**src/rtl/regfl_rdout_if.sv**
```systemverilog
// regfl_rdout_if: output stream bundle of regfl_rdout.
//   dout      word currently presented (rgst_w bits)
//   dout_vld  dout valid
//   dout_rdy  downstream ready; a transfer is dout_vld & dout_rdy
//   idx       register-file index of the word on dout (w bits)
// master = regfl_rdout side, slave = downstream consumer.
interface regfl_rdout_if #(
   parameter int w      = 3,
   parameter int rgst_w = 64
) ();
   logic [rgst_w-1:0] dout;
   logic              dout_vld;
   logic              dout_rdy;
   logic [w-1:0]      idx;

   modport master (output dout, output dout_vld, output idx, input  dout_rdy);
   modport slave  (input  dout, input  dout_vld, input  idx, output dout_rdy);
endinterface

```
**src/rtl/regfl_rdout.sv**
```systemverilog
// regfl_rdout: read-side unloader for the SHA-2 register file.
// On start it snapshots the flattened regfl.q bus (2**w words of rgst_w bits).
// It then streams the words out in index order, one per valid/ready transfer,
// and pulses done for one cycle after the last word.
// Ports:
//   clk, rst_b  clock (rising edge), asynchronous active-low reset
//   start       unload request, only looked at in IDLE
//   trunc       (REGFL_RDOUT_TRUNC_EN only) sampled with start; 1 = stop after word N-3
//   rf_q        regfl.q; word k = rf_q[k*rgst_w +: rgst_w]
//   busy        high while streaming and during the done cycle
//   done        one-cycle pulse after the final transfer
//   ob          output stream (dout, dout_vld, dout_rdy, idx)
// Optional feature macro: REGFL_RDOUT_TRUNC_EN (adds trunc, SHA-384 6-word digest).
module regfl_rdout #(
   parameter int w      = 3,
   parameter int rgst_w = 64
) (
   input  logic                       clk,
   input  logic                       rst_b,
   input  logic                       start,
`ifdef REGFL_RDOUT_TRUNC_EN
   input  logic                       trunc,
`endif
   input  logic [(2**w)*rgst_w-1:0]   rf_q,
   output logic                       busy,
   output logic                       done,
   regfl_rdout_if.master              ob
);

   localparam int           N         = 2**w;
   localparam logic [w-1:0] LAST_FULL = w'(N-1);

   typedef enum logic [1:0] {IDLE, SEND, DONE} state_t;

   state_t                      state_q, state_d;
   logic [N-1:0][rgst_w-1:0]    shadow_q, shadow_d;
   logic [w-1:0]                idx_q, idx_d, idx_nx;
   logic [w-1:0]                last_q, last_d, last_sel;
   logic [rgst_w-1:0]           dout_q, dout_d;
   logic                        vld_q, vld_d;
   logic                        busy_q, busy_d;
   logic                        done_q, done_d;
   logic                        xfer;

`ifdef REGFL_RDOUT_TRUNC_EN
   assign last_sel = trunc ? w'(N-3) : LAST_FULL;
`else
   assign last_sel = LAST_FULL;
`endif

   assign xfer   = vld_q & ob.dout_rdy;
   assign idx_nx = idx_q + 1'b1;

   // Next-state and next-output logic. dout is loaded one word ahead so that
   // every output comes straight from a flop; dout_rdy never reaches dout_vld
   // combinationally.
   always_comb begin
      state_d  = state_q;
      shadow_d = shadow_q;
      idx_d    = idx_q;
      last_d   = last_q;
      dout_d   = dout_q;
      vld_d    = vld_q;
      busy_d   = busy_q;
      done_d   = 1'b0;
      case (state_q)
         IDLE: begin
            if (start) begin
               shadow_d = rf_q;
               idx_d    = '0;
               last_d   = last_sel;
               dout_d   = rf_q[rgst_w-1:0];
               vld_d    = 1'b1;
               busy_d   = 1'b1;
               state_d  = SEND;
            end
         end
         SEND: begin
            if (xfer) begin
               if (idx_q == last_q) begin
                  vld_d   = 1'b0;
                  dout_d  = '0;
                  done_d  = 1'b1;
                  state_d = DONE;
               end else begin
                  idx_d  = idx_nx;
                  dout_d = shadow_q[idx_nx];
               end
            end
         end
         DONE: begin
            busy_d  = 1'b0;
            state_d = IDLE;
         end
         default: begin
            vld_d   = 1'b0;
            dout_d  = '0;
            busy_d  = 1'b0;
            state_d = IDLE;
         end
      endcase
   end

   always_ff @(posedge clk or negedge rst_b) begin
      if (!rst_b) begin
         state_q  <= IDLE;
         shadow_q <= '0;
         idx_q    <= '0;
         last_q   <= LAST_FULL;
         dout_q   <= '0;
         vld_q    <= 1'b0;
         busy_q   <= 1'b0;
         done_q   <= 1'b0;
      end else begin
         state_q  <= state_d;
         shadow_q <= shadow_d;
         idx_q    <= idx_d;
         last_q   <= last_d;
         dout_q   <= dout_d;
         vld_q    <= vld_d;
         busy_q   <= busy_d;
         done_q   <= done_d;
      end
   end

   assign ob.dout     = dout_q;
   assign ob.dout_vld = vld_q;
   assign ob.idx      = idx_q;
   assign busy        = busy_q;
   assign done        = done_q;

endmodule

```
**src/flat_wrapper.sv**
```systemverilog
// flat-port wrapper written by rule: the top's interface ports become plain ports
module regfl_rdout_flat 
#(
   parameter int w      = 3,
   parameter int rgst_w = 64
)
  (clk, rst_b, start, rf_q, busy, done, ob_dout, ob_dout_vld, ob_idx, ob_dout_rdy);
  regfl_rdout_if #(.w(w), .rgst_w(rgst_w)) ob_i ();
  input  logic clk;
  input  logic rst_b;
  input  logic start;
  input  logic [(2**w)*rgst_w-1:0] rf_q;
  output logic busy;
  output logic done;
  output wire logic [$bits(ob_i.dout)-1:0] ob_dout;
  output wire logic [$bits(ob_i.dout_vld)-1:0] ob_dout_vld;
  output wire logic [$bits(ob_i.idx)-1:0] ob_idx;
  input wire logic [$bits(ob_i.dout_rdy)-1:0] ob_dout_rdy;
  assign ob_dout = ob_i.dout;
  assign ob_dout_vld = ob_i.dout_vld;
  assign ob_idx = ob_i.idx;
  assign ob_i.dout_rdy = ob_dout_rdy;
  regfl_rdout #(.w(w), .rgst_w(rgst_w)) u_core (.clk(clk), .rst_b(rst_b), .start(start), .rf_q(rf_q), .busy(busy), .done(done), .ob(ob_i));
endmodule
```
**config.mk**
```make
export PLATFORM = sky130hd
export DESIGN_NAME = regfl_rdout_flat
export DESIGN_NICKNAME = d
export VERILOG_FILES = /design/src/rtl/regfl_rdout_if.sv /design/src/rtl/regfl_rdout.sv /design/src/flat_wrapper.sv
export SDC_FILE = /design/constraint.sdc
export NUM_CORES = 1
export LEC_CHECK = 0
export CORE_AREA = 3 3 328 330
export DETAILED_ROUTE_END_ITERATION = 10
export DIE_AREA = 0 0 331 333
export DONT_BUFFER_PORTS = 1
export PLACE_DENSITY_LB_ADDON = 0.05
export SLEW_MARGIN = 20
export SYNTH_ARGS = -nofsm -noshare
export SYNTH_HDL_FRONTEND = slang
export SYNTH_SLANG_ARGS = --single-unit
```
**constraint.sdc**
```tcl
create_clock -name clk -period 2 [get_ports clk]
set_input_delay 0.2 -clock clk [delete_from_list [all_inputs] [get_ports clk]]
set_output_delay 0.2 -clock clk [all_outputs]
set_load 0.005 [all_outputs]
```
# ---- Word level (Yosys, flattened, before mapping)
# Cells that the tools add are included.
dict set report classes {
  addsub 1
  n_mul 0
  div 0
  magnitude_cmp 1
  n_eq_ne 7
  n_shift 0
  muxes 22
  bitwise 3
  reduce_logical 8
}
# operator count
set ops {}
lappend ops {{two-way mux 64 bit} 4}
lappend ops {{binary-select mux 64 bit (select 3 bit)} 1}
lappend ops {{one-hot mux 64 bit (3 select lines)} 1}
lappend ops {{two-way mux 3 bit} 3}
lappend ops {{AND reduction 4 bit} 2}
lappend ops {{two-way mux 1 bit} 6}
lappend ops {{two-way mux 2 bit} 3}
lappend ops {{one-hot mux 3 bit (2 select lines)} 1}
lappend ops {{AND reduction 3 bit} 2}
lappend ops {{less-than comparator 3 x 4 -> 1 bit, second input constant} 1}
lappend ops {{!= test 2 x 1 -> 1 bit, second input constant} 2}
lappend ops {{!= test 2 bit, second input constant} 2}
lappend ops {{one-hot mux 2 bit (2 select lines)} 1}
lappend ops {{AND reduction 2 bit} 2}
lappend ops {{adder 3 x 1 -> 3 bit, second input constant} 1}
lappend ops {{== test 3 bit, second input constant} 1}
lappend ops {{one-hot mux 1 bit (3 select lines)} 1}
lappend ops {{== test 2 x 1 -> 1 bit, second input constant} 1}
lappend ops {{== test 2 bit, second input constant} 1}
lappend ops {{zero test 2 bit} 1}
lappend ops {{NOT 1 bit} 2}
lappend ops {{one-hot mux 1 bit (2 select lines)} 1}
lappend ops {{nonzero test 2 bit} 1}
lappend ops {{AND 1 bit} 1}
dict set report word_totals {
  regBits 584
  latch_bits 0
  ramBits 0
  mem_bits_ro 0
  output_inout_bits 70
  n_memories 0
}

# ---- Logic depth before layout (Yosys ltp)
# Gate-level depths: netlist of run 1.
dict set report logic_depth {
  depth_word 6
  mapped_depth 7
}

# ---- Least setup slack after synthesis of run 1
# Ideal clock, no wire load.
dict set report synth_timing {
  path_kind {register to register}
  start {register u_core.idx_q[0], in the netlist u_core.ob.idx[0]}
  end {register u_core.dout_q[0], in the netlist u_core.ob.dout[0]}
  arrival_ps 1936
  required_time_ps 1868
  path_slack_ps -67
  path_stages_with_launch 7
  path_buffers 2
  synth_period_minus_slack_ps 2067
  cell_sequence {dfrtp_1 ha_1 ha_1 clkbuf_4 buf_1 mux2i_1 o221ai_2}
}
dict set report synth_between {
  elab_chain_len 6
  word_cells_on_any_way 7
  classes_between {add/sub: 1; eq/ne: 1; mux: 5}
}
# item line
set synth_rtl {}
lappend synth_rtl {{start, declared} regfl_rdout.sv:37} ;# logic [w-1:0] idx_q, idx_d, idx_nx;
lappend synth_rtl {{start signal, assigned} regfl_rdout.sv:117} ;# idx_q <= idx_d;
lappend synth_rtl {{adder 3 x 1 -> 3 bit} regfl_rdout.sv:52} ;# assign idx_nx = idx_q + 1'b1;
lappend synth_rtl {{binary-select mux 64 bit (select 3 bit)} regfl_rdout.sv:87} ;# dout_d = shadow_q[idx_nx];
lappend synth_rtl {{two-way mux 64 bit (implied by the code)} regfl_rdout.sv:87}
lappend synth_rtl {{two-way mux 64 bit (*)} regfl_rdout.sv:80} ;# if (idx_q == last_q) begin
lappend synth_rtl {{two-way mux 64 bit (*)} regfl_rdout.sv:79} ;# if (xfer) begin
lappend synth_rtl {{one-hot mux 64 bit (3 select lines) (*)} regfl_rdout.sv:66} ;# case (state_q)
lappend synth_rtl {{end signal, assigned} regfl_rdout.sv:119} ;# dout_q <= dout_d;
lappend synth_rtl {{end, declared} regfl_rdout.sv:39} ;# logic [rgst_w-1:0] dout_q, dout_d;
# Every way passes the cells marked *; elsewhere a longest branch is shown, timed or not. The select of a mux whose other input is x is not followed.
# A chain may end at the register's enable or synchronous reset.

# ---- Final worst setup path of run 1
dict set report layout_timing {
  start {register u_core.idx_q[0], in the netlist u_core.ob.idx[0]}
  end {register u_core.dout_q[1], in the netlist u_core.ob.dout[1]}
}
# The elaborated chain is that of the path after synthesis.

==> results by group, run 1 <==
Finish
  • Utilization after layout: 34.2%
  • Layout cells sized above 1: 12.3%
  • Most frequent cells in the layout: nand2_1, dfrtp_1, dlygate4sd3_1
  • Most common cell after layout, fill and taps aside: nand2_1
  • Synthesis-to-finish area growth: 37.5%
  • Nets: 3665

Critical path
  • Critical Path Fanout Max: 21
  • Worst EP required: 2.50 ns
  • CP Launch Point: u_core.ob.idx[0]
  • Crit path kind: reg2reg
  • R2r worst-path depth: 6
  • Critical Path End Type: flip-flop
  • Crit path capture: u_core.ob.dout[1]
  • WP data arrival: 2.48 ns
  • Worst reg2reg path startpoint: u_core.ob.idx[0]
  • Capture point of the worst reg-to-reg path: u_core.ob.dout[1]
  • Worst reg2reg setup slack: 0.02 ns
  • Startpoint Class: flip-flop

CTS
  • Clock Latency Late Sink: 0.64 ns
  • Clock tree buffer depth: 3
  • CTS hold repair buffers: 515
  • Htree depth: 3
  • Clk pin slew, worst setup/hold paths: 0.06 ns
  • CTS Root Buffer Type: clkbuf_16
  • CTS tree: built
  • Clk sinks: 584
  • CTS Buf Count: 75

Floorplanning
  • # IOs: 586
  • Die span in x: 331 um
  • Core area: 105000 um2
  • Die extent in y: 333 um
  • Row cnt: 119
  • Die area: 110000 um2
  • Initial Util: 24.8%

STA
  • Fmax: 505 MHz
  • Post-route setup TNS: 0 ns
  • Final setup viols: 0
  • Worst Skew: 0.0194 ns
  • PnR worst setup slack: 0.0214 ns
  • Tightest Pin Transition: 0.965 ns
  • Pins Over Slew Limit: 0
  • Max_slew headroom: 35.7%
  • Fin Hold WS: -0.734 ns
  • Min Tclk post-route: 1.98 ns
  • Final hold violations: 446
  • Tcrit/Tclk final: 98.9%
  • RSZ-0062 raised after global routing: true

Drt
  • Initial DRC Count: 1144
  • Post-route ant nets: 0
  • DR WL/cell: 21.5 um
  • Post-Route WL: 98700 um
  • Via density: 4.43
  • Via count: 20300
  • Pre-antenna DRT Iters: 7
  • DRC errors left: 0

Synthesis
  • Syn_nets: 3154
  • Syn Inst Count: 2636
  • Register bit count reported by yosys: 584
  • Area leader, netlist: dfrtp_1
  • Sequential share of the synthesized area: 56.0%
  • Synthesized area: 26100 um2
  • Library cells used by synthesis: 32
  • Synth top area share: 56.0%
  • Syn. warnings: 0
  • Ranking of synthesized cells by area: dfrtp_1, nand2_1, mux4_2
  • Syn Area/Cell: 9.91 um2

Power and ir drop
  • Lkg Pwr: 17.2 nW
  • VDD IR max: 0.738 mV
  • Pwr/cell area: 1600 nW/um2

Placement
  • I/O Buffers: 0
  • Worst slack at placement: -0.0676 ns
  • DPL Wire Length: 66800 um
  • Final GP Congestion: 0.801

Outcome
  • Violated checks: hold timing
  • Status: finished, violations left

Global route
  • Initial antenna violation count: 6
  • Largest net degree at the start of global routing: 585
  • GR Util All Layers: 17.6%
  • Vias in the first global route: 21800
  • First-pass GRT wire length: 145000 um
  • Grt ovf: 0

Flow run
  • Max-cap violation count: 0

Hold path
  • Hold WC Path Type: in2async
-- repair_timing --
action	in CTS	in global routing
gates cloned	0	3
endpoints found under the hold margin	1167	446
setup buffers	4	3
gates resized for setup	4	27
setup endpoints to repair	34	166
pin swaps	1	17
-- worst min-delay path by stage --
stage,from,to
5_1_grt,rst_b,u_core.shadow_q[112]
4_1_cts,rst_b,u_core.shadow_q[49]
2_1_floorplan,rst_b,u_core.busy
6_report,rst_b,u_core.shadow_q[49]
3_5_place_dp,rst_b,u_core.shadow_q[112]
3_3_place_gp,rst_b,u_core.shadow_q[176]
-- area by class of cell --
type | instances | area [um2]
antenna | 3 | 7.51
clock buffer | 114 | 2210
clock inverter | 18 | 174
fill | 10700 | 69200
inverter | 67 | 251
multi-input combinational | 1821 | 10500
sequential | 584 | 14600
tap | 1391 | 1740
timing repair buffer | 598 | 6420
-- routing by layer --
layer / vias up / track usage [%] / wire length [um]
li1: 9529 / - / -
met1: 10100 / 23.6 / 44400
met2: 557 / 28.1 / 46100
met3: 152 / 3.86 / 5070
met4: 4 / 5.66 / 3010
met5: - / 0 / 27
-- state kept, by name, summed over array words and instances (netlist names) --
register            flops
u_core.shadow_q       512
u_core.ob.dout         64
u_core.ob.idx           3
u_core.state_q          2
u_core.busy             1
u_core.done             1
u_core.ob.dout_vld      1
-- worst max-delay path: stages (launching register included) --
cell	delay, ns
dfrtp_4	0.52
ha_4	0.31
buf_12	0.16
buf_16	0.19
mux4_2	0.33
mux2i_2	0.18
o221ai_2	0.11
-- report_power, final --
group	internal (mW)	total, mW	switching, mW
Clock	7.85	13.3	5.40
Combinational	11.9	23.4	11.5
Sequential	17.2	21.0	3.78
-- cells by family (layout without fill, tap and decap cells) --
family                   Yosys count  count (layout)  share of synthesized area [%]
multiplexers                     193             193                           13.5
AO/OA/AOI/OAI                     74              74                           3.65
other                              0               3                              0
adder cells (fa/ha/maj)            2               2                         0.0958
flip-flops                       584             584                           56.0
buffers and inverters            231             797                           4.28
AND/OR/NAND/NOR                 1552            1552                           22.5
-- cells in the mapped netlist, drive strengths merged --
library cell / instances
a311oi: 1
inv: 67
dfrtp: 584
o32ai: 1
nand2b: 3
and3: 2
o221ai: 64
o21ai: 1
clkbuf: 62
and2: 1
nand2: 1537
mux2i: 65
a21oi: 2
buf: 102
nor2: 1
nand3: 1
or4: 1
mux4: 128
ha: 2
a211o: 2
nor3b: 1
a21o: 2
nor4: 2
or3b: 1
a221oi: 1
and4: 2
-- per-stage QoR --
| step | instance area, um2 | cells | total power, mW |
|---|---|---|---|
| after floorplan | 26100 | 2636 | 35.2 |
| after global placement | 28000 | 3933 | 42.7 |
| after detailed placement | 28000 | 3933 | 42.9 |
| after CTS | 35600 | 4584 | 57.8 |
| after global routing | 35900 | 4596 | 61.9 |
| final | 35900 | 4596 | 57.6 |
Note: power is estimated with default switching activity, not from simulation.
==> run 2: changes to the inputs <==
Settings changed: CORE_AREA 3 3 328 330 to 3 3 245 247, DIE_AREA 0 0 331 333 to 0 0 248 250.
==> run 2 against run 1 <==
Net effect: the flow finishes with violations (hold timing, slew limit); clock power decreased by 11%; first-iteration DRC count increased by 33%; clock skew increased by 0.0073 ns; power decreased by 4.1%.
==> results by group, run 2 (synthesis results as in run 1) <==
Outcome
  • Status: finished, violations left
  • Violated checks: hold timing, slew limit

Drt
  • Via density: 5.26 (+19%)
  • Initial DRC Count: 1519 (+33%)
  • Via count: 20800 (+2.2%)
  • Post-route ant nets: 0 (unchanged)
  • DR WL/cell: 21.6 um (+0.68%)
  • Pre-antenna DRT Iters: 5 (-2)
  • DRC errors left: 0 (unchanged)
  • Post-Route WL: 85500 um (-13%)

Placement
  • DPL Wire Length: 55500 um (-17%)
  • Post-Place Cell Area: 27100 um2 (-3.3%)
  • Final GP Congestion: 0.865 (+8.0%)
  • I/O Buffers: 0 (unchanged)
  • Dpl cells: 3301 (-16%)

STA
  • Pins Over Slew Limit: 173 (+173)
  • Final setup viols: 0 (unchanged)
  • Tcrit/Tclk final: 98.5% (-0.42 points)
  • RSZ-0062 raised after global routing: true
  • Tightest Pin Transition: 1.78 ns (+0.817 ns)
  • Worst Skew: 0.0267 ns (+0.00732 ns)
  • Max_slew headroom: -18.8% (-54 points)
  • Fmax: 508 MHz (+0.43%)
  • Min Tclk post-route: 1.97 ns (-0.00850 ns)
  • Final hold violations: 584 (+31%)
  • Fin Hold WS: -0.697 ns (+0.0368 ns)

Critical path
  • CP cell instances: ha_4 -> buf_12 -> buf_12 -> buf_6 -> mux4_2 -> mux2i_1 -> o221ai_2
  • Critical path's largest stage delay: 0.52 ns (about the same)
  • Critical Path Fanout Max: 6 (-71%)
  • Worst EP required: 2.47 ns (-0.03 ns)
  • WP data arrival: 2.44 ns (-0.04 ns)
  • Critical Path End Type: flip-flop
  • Cell mode on critical path: buf_12
  • Crit path kind: reg2reg
  • CP max-delay cell: dfrtp_4
  • Startpoint Class: flip-flop

CTS
  • CTS tree: built
  • CTS Root Buffer Type: clkbuf_16
  • Clk sinks: 584 (unchanged)
  • Htree depth: 3 (unchanged)
  • Clk pin slew, worst setup/hold paths: 0.06 ns (about the same)
  • Clock Latency Late Sink: 0.60 ns (-0.04 ns)
  • Clock tree buffer depth: 3 (unchanged)
  • CTS hold repair buffers: 514 (-0.19%)
  • CTS Buf Count: 66 (-12%)

Floorplanning
  • Row cnt: 88 (-26%)
  • Initial Util: 45.2% (+20 points)
  • Die extent in y: 250 um (-25%)
  • Die area: 62000 um2 (-44%)
  • # IOs: 586 (unchanged)
  • Core area: 57800 um2 (-45%)
  • Die span in x: 248 um (-25%)

Finish
  • Nets: 3655 (-0.27%)
  • Max reg flops: 512 (unchanged)
  • Synthesis-to-finish area growth: 32.8%
  • Layout cells sized above 1: 11.8% (-0.53 points)
  • Utilization after layout: 60.0% (+26 points)
  • Most frequent cells in the layout: nand2_1, dfrtp_1, dlygate4sd3_1
  • Design Area, Final: 34700 um2 (-3.5%)
  • Non-Filler Instances: 3957 (-14%)
  • Most flops, register: u_core.shadow_q
  • Most common cell after layout, fill and taps aside: nand2_1

Global route
  • First-pass GRT wire length: 129000 um (-11%)
  • GR Util All Layers: 27.3% (+9.7 points)
  • Largest net degree at the start of global routing: 585 (unchanged)
  • Vias in the first global route: 21700 (-0.75%)
  • Initial antenna violation count: 10 (+4)
  • Grt ovf: 0 (unchanged)

Power and ir drop
  • VDD IR max: 1.06 mV (+44%)
  • Power after layout: 55.2 mW (-4.1%)
  • Pwr/cell area: 1590 nW/um2 (-0.70%)
  • Lkg Pwr: 17.1 nW (-1.1%)

Hold path
  • Hold WC Path Type: in2async

Flow run
  • Max-cap violation count: 0 (unchanged)
[run 2: cell types whose count changed in the layout (fill, tap and decap cells not counted), sizes merged]
| cell | change |
|---|---|
| dlygate4sd3 | -1 |
| clkbuf | -19 |
| clkinv | +1 |
| inv | -1 |
| diode | +5 |
| clkinvlp | +1 |
| buf | +1 |
[run 2: power breakdown]
group | switching, mW | internal [mW]
logic | 10.8 | 11.7
registers | 3.61 | 17.2
clock network | 4.94 | 6.97
[run 2: cell type report]
type | instances | area [um2]
antenna | 8 | 20.0
clock buffer | 96 | 1930
clock inverter | 19 | 189
fill | 4687 | 23100
inverter | 67 | 251
multi-input combinational | 1821 | 10500
sequential | 584 | 14600
tap | 765 | 957
timing repair buffer | 597 | 6250
[run 2: path summary, 6_finish.rpt]
kind	start	endpoint	cells past startpoint	slack (ns)
worst min-delay path	rst_b	u_core.shadow_q[198]	0	-0.70
worst max register to register	u_core.ob.idx[0]	u_core.ob.dout[48]	7	0.03
min in group clk	start	u_core.shadow_q[504]	4	0.11
worst min register to register	u_core.shadow_q[197]	u_core.shadow_q[197]	2	0.47
max in group asynchronous	rst_b	u_core.shadow_q[93]	0	1.28
worst max-delay path	u_core.ob.idx[0]	u_core.ob.dout[48]	7	0.03
[run 2: worst max-delay path, delay by kind of cell (launching register included)]
family / cells / cell delay, ns
flops: 1 / 0.52
mux: 2 / 0.51
buf+inv: 3 / 0.39
fa+ha+maj: 1 / 0.33
compound gates: 1 / 0.10
[run 2: timing repair]
item,4_1_cts,5_1_grt
setup endpoints to repair,1,52
buffers inserted,3,14
pin swaps,0,8
hold endpoints to repair,1167,584
gates resized for setup,0,21
gates cloned,0,2
[run 2: through the flow]
step / setup TNS [ns] / worst slack, ns
4_1_cts: 0 / 0.00938
3_3_place_gp: 0 / 0.0329
2_1_floorplan: 0 / 0.0140
6_report: 0 / 0.0299
3_5_place_dp: -0.00269 / -0.00269
5_1_grt: -0.287 / -0.0376
[run 2: metal layers]
layer  vias up  wire length (um)  GRT usage, %
met5         -                21             0
met4         4              3340          10.7
met3       200              5850          6.02
met2       841             40700          43.6
met1     10300             35600          36.4
li1       9495                 -             -
==> run 3: changes to the inputs <==
Settings changed: CORE_AREA 3 3 245 247 to 3 3 187 325, DIE_AREA 0 0 248 250 to 0 0 190 328.
==> run 3 against run 2 <==
Net effect: the run still ends with hold timing, slew limit left; power shrank 1.1%; hold slack got worse by 0.0094 ns; clock skew down 0.0098 ns; sequential power about the same; via count decreased by 0.46%; sequential cell count did not move; worst setup slack worse by 0.022 ns; design area decreased by 0.57%; critical endpoint is now u_core.ob.dout[56]; largest cell class unchanged.
==> results by group, run 3 (synthesis results as in run 1) <==
Power and ir drop
  • VDD IR max: 0.966 mV (-9.2%)
  • Pwr/cell area: 1580 nW/um2 (-0.58%)
  • Lkg Pwr: 16.9 nW (-0.69%)
  • Power after layout: 54.6 mW (-1.1%)

Outcome
  • Status: finished, violations left
  • Violated checks: hold timing, slew limit

STA
  • Min Tclk post-route: 1.99 ns (+0.0217 ns)
  • Final setup viols: 0 (unchanged)
  • Final hold violations: 584 (unchanged)
  • Fmax: 502 MHz (-1.1%)
  • Tightest Pin Transition: 2.36 ns (+0.580 ns)
  • Pins Over Slew Limit: 302 (+75%)
  • Fin Hold WS: -0.707 ns (-0.00939 ns)
  • RSZ-0062 raised after global routing: true
  • Post-route setup TNS: 0 ns (unchanged)
  • Worst Skew: 0.0170 ns (-0.00978 ns)
  • Tcrit/Tclk final: 99.6% (+1.1 points)
  • Max_slew headroom: -57.4% (-39 points)

Finish
  • Filler cell count: 4856 (+3.6%)
  • Max reg flops: 512 (unchanged)
  • Utilization after layout: 59.0% (-0.96 points)
  • Most flops, register: u_core.shadow_q
  • Most frequent cells in the layout: nand2_1, dfrtp_1, dlygate4sd3_1
  • Synthesis-to-finish area growth: 32.0%
  • Nets: 3641 (-0.38%)
  • Most common cell after layout, fill and taps aside: nand2_1
  • Layout cells sized above 1: 11.7% (-0.12 points)

CTS
  • Clock Latency Late Sink: 0.61 ns (about the same)
  • CTS Buf Count: 56 (-15%)
  • CTS tree: built
  • Clk pin slew, worst setup/hold paths: 0.06 ns (about the same)
  • Clock tree buffer depth: 3 (unchanged)
  • Clk sinks: 584 (unchanged)
  • Htree depth: 2 (-1)
  • CTS Root Buffer Type: clkbuf_16
  • CTS hold repair buffers: 514 (unchanged)

Drt
  • Via count: 20700 (-0.46%)
  • Post-route ant nets: 0 (unchanged)
  • Post-Route WL: 87000 um (+1.8%)
  • Via density: 5.25 (-0.20%)
  • Wire length on met2: 42700 um (+4.9%)
  • Pre-antenna DRT Iters: 5 (unchanged)
  • Metal3 WL: 5680 um (-2.9%)
  • Uppermost layer routed: met5
  • WL met1: 33100 um (-7.0%)
  • Initial DRC Count: 1189 (-22%)
  • DR WL/cell: 22.0 um (+2.0%)
  • DRC errors left: 0 (unchanged)

Floorplanning
  • Die area: 62300 um2 (+0.52%)
  • # IOs: 586 (unchanged)
  • Core area: 58400 um2 (+1.0%)
  • Die extent in y: 328 um (+31%)
  • Row cnt: 117 (+33%)
  • Initial Util: 44.7% (-0.47 points)
  • Die span in x: 190 um (-23%)

Critical path
  • Worst EP required: 2.53 ns (+0.06 ns)
  • Critical Path Fanout Max: 24 (+18)
  • Worst reg2reg path startpoint: u_core.ob.idx[0]
  • WP data arrival: 2.52 ns (+0.08 ns)
  • CP Launch Point: u_core.ob.idx[0]
  • Critical Path End Type: flip-flop
  • Crit path kind: reg2reg
  • Startpoint Class: flip-flop

Global route
  • Vias in the first global route: 22100 (+1.8%)
  • First-pass GRT wire length: 132000 um (+1.9%)
  • Largest net degree at the start of global routing: 585 (unchanged)
  • GR Util All Layers: 27.8% (+0.46 points)
  • Grt ovf: 0 (unchanged)
  • Initial antenna violation count: 12 (+2)

Placement
  • DPL Wire Length: 58100 um (+4.7%)
  • Final GP Congestion: 0.851 (-1.5%)
  • I/O Buffers: 0 (unchanged)

Hold path
  • Hold WC Path Type: in2async

Flow run
  • Max-cap violation count: 0 (unchanged)
run 3: changes by cell type in the layout (fill, tap and decap cells not counted), moves of 4 or more:
cell / change
buf_12: -4
buf_6: +6
o221ai_2: +5
clkbuf_1: -5
o221ai_1: -5
buf_4: -8
clkbuf_16: -11
run 3: worst paths after layout:
kind / slack, ns / depth (start not counted) / to
worst max-delay path: 0.008 / 5 / u_core.ob.dout[56]
worst min-delay path: -0.71 / 0 / u_core.shadow_q[311]
worst max register to register: 0.008 / 5 / u_core.ob.dout[56]
worst min register to register: 0.47 / 2 / u_core.shadow_q[191]
max in group asynchronous: 0.52 / 0 / u_core.ob.idx[0]
min in group clk: 0.04 / 4 / u_core.shadow_q[456]
run 3: final cells by class:
| type | instances | area [um2] | area share [%] |
|---|---|---|---|
| multi-input cells | 1821 | 10500 | 30.5 |
| well taps | 773 | 967 | 2.81 |
| clock buffers | 82 | 1660 | 4.82 |
| flip-flops and latches | 584 | 14600 | 42.4 |
| clock inverters | 18 | 221 | 0.642 |
| repair buffers | 593 | 6230 | 18.1 |
| diodes | 9 | 22.5 | 0.0653 |
| inverters | 67 | 251 | 0.730 |
run 3: per-layer routing:
layer  GRT usage (%)  up-vias
li1                -     9449
met1            33.3    10200
met2            46.3      835
met3            6.40      259
met4            15.2        6
met5               0        -
run 3: per-stage QoR:
step / instances / worst slack, ns / area (um2)
final: 3947 / 0.00822 / 34500
after global routing: 3944 / -0.0683 / 34500
after CTS: 3928 / 0.00668 / 34200
after detailed placement: 3309 / -0.0890 / 27100
after global placement: 3309 / -0.0302 / 27100
after floorplan: 2636 / 0.0140 / 26100
run 3: what timing repair did:
action	4_1_cts	5_1_grt
pin swaps	3	2
gates cloned	1	2
setup endpoints to repair	27	71
endpoints found under the hold margin	1167	584
resized for setup	4	31
setup buffers	4	8
run 3: critical path, stage by stage, from the launching register on:
cell	delay [ns]
dfrtp_4	0.51
ha_4	0.18
ha_4	0.15
or4_4	0.66
buf_12	0.23
o221ai_2	0.16
run 3: power breakdown:
group | internal (mW) | switching [mW] | leakage, nW
combinational | 11.8 | 10.9 | 8.65
sequential | 17.2 | 3.63 | 7.36
clock | 6.37 | 4.72 | 0.934
total | 35.3 | 19.3 | 16.9
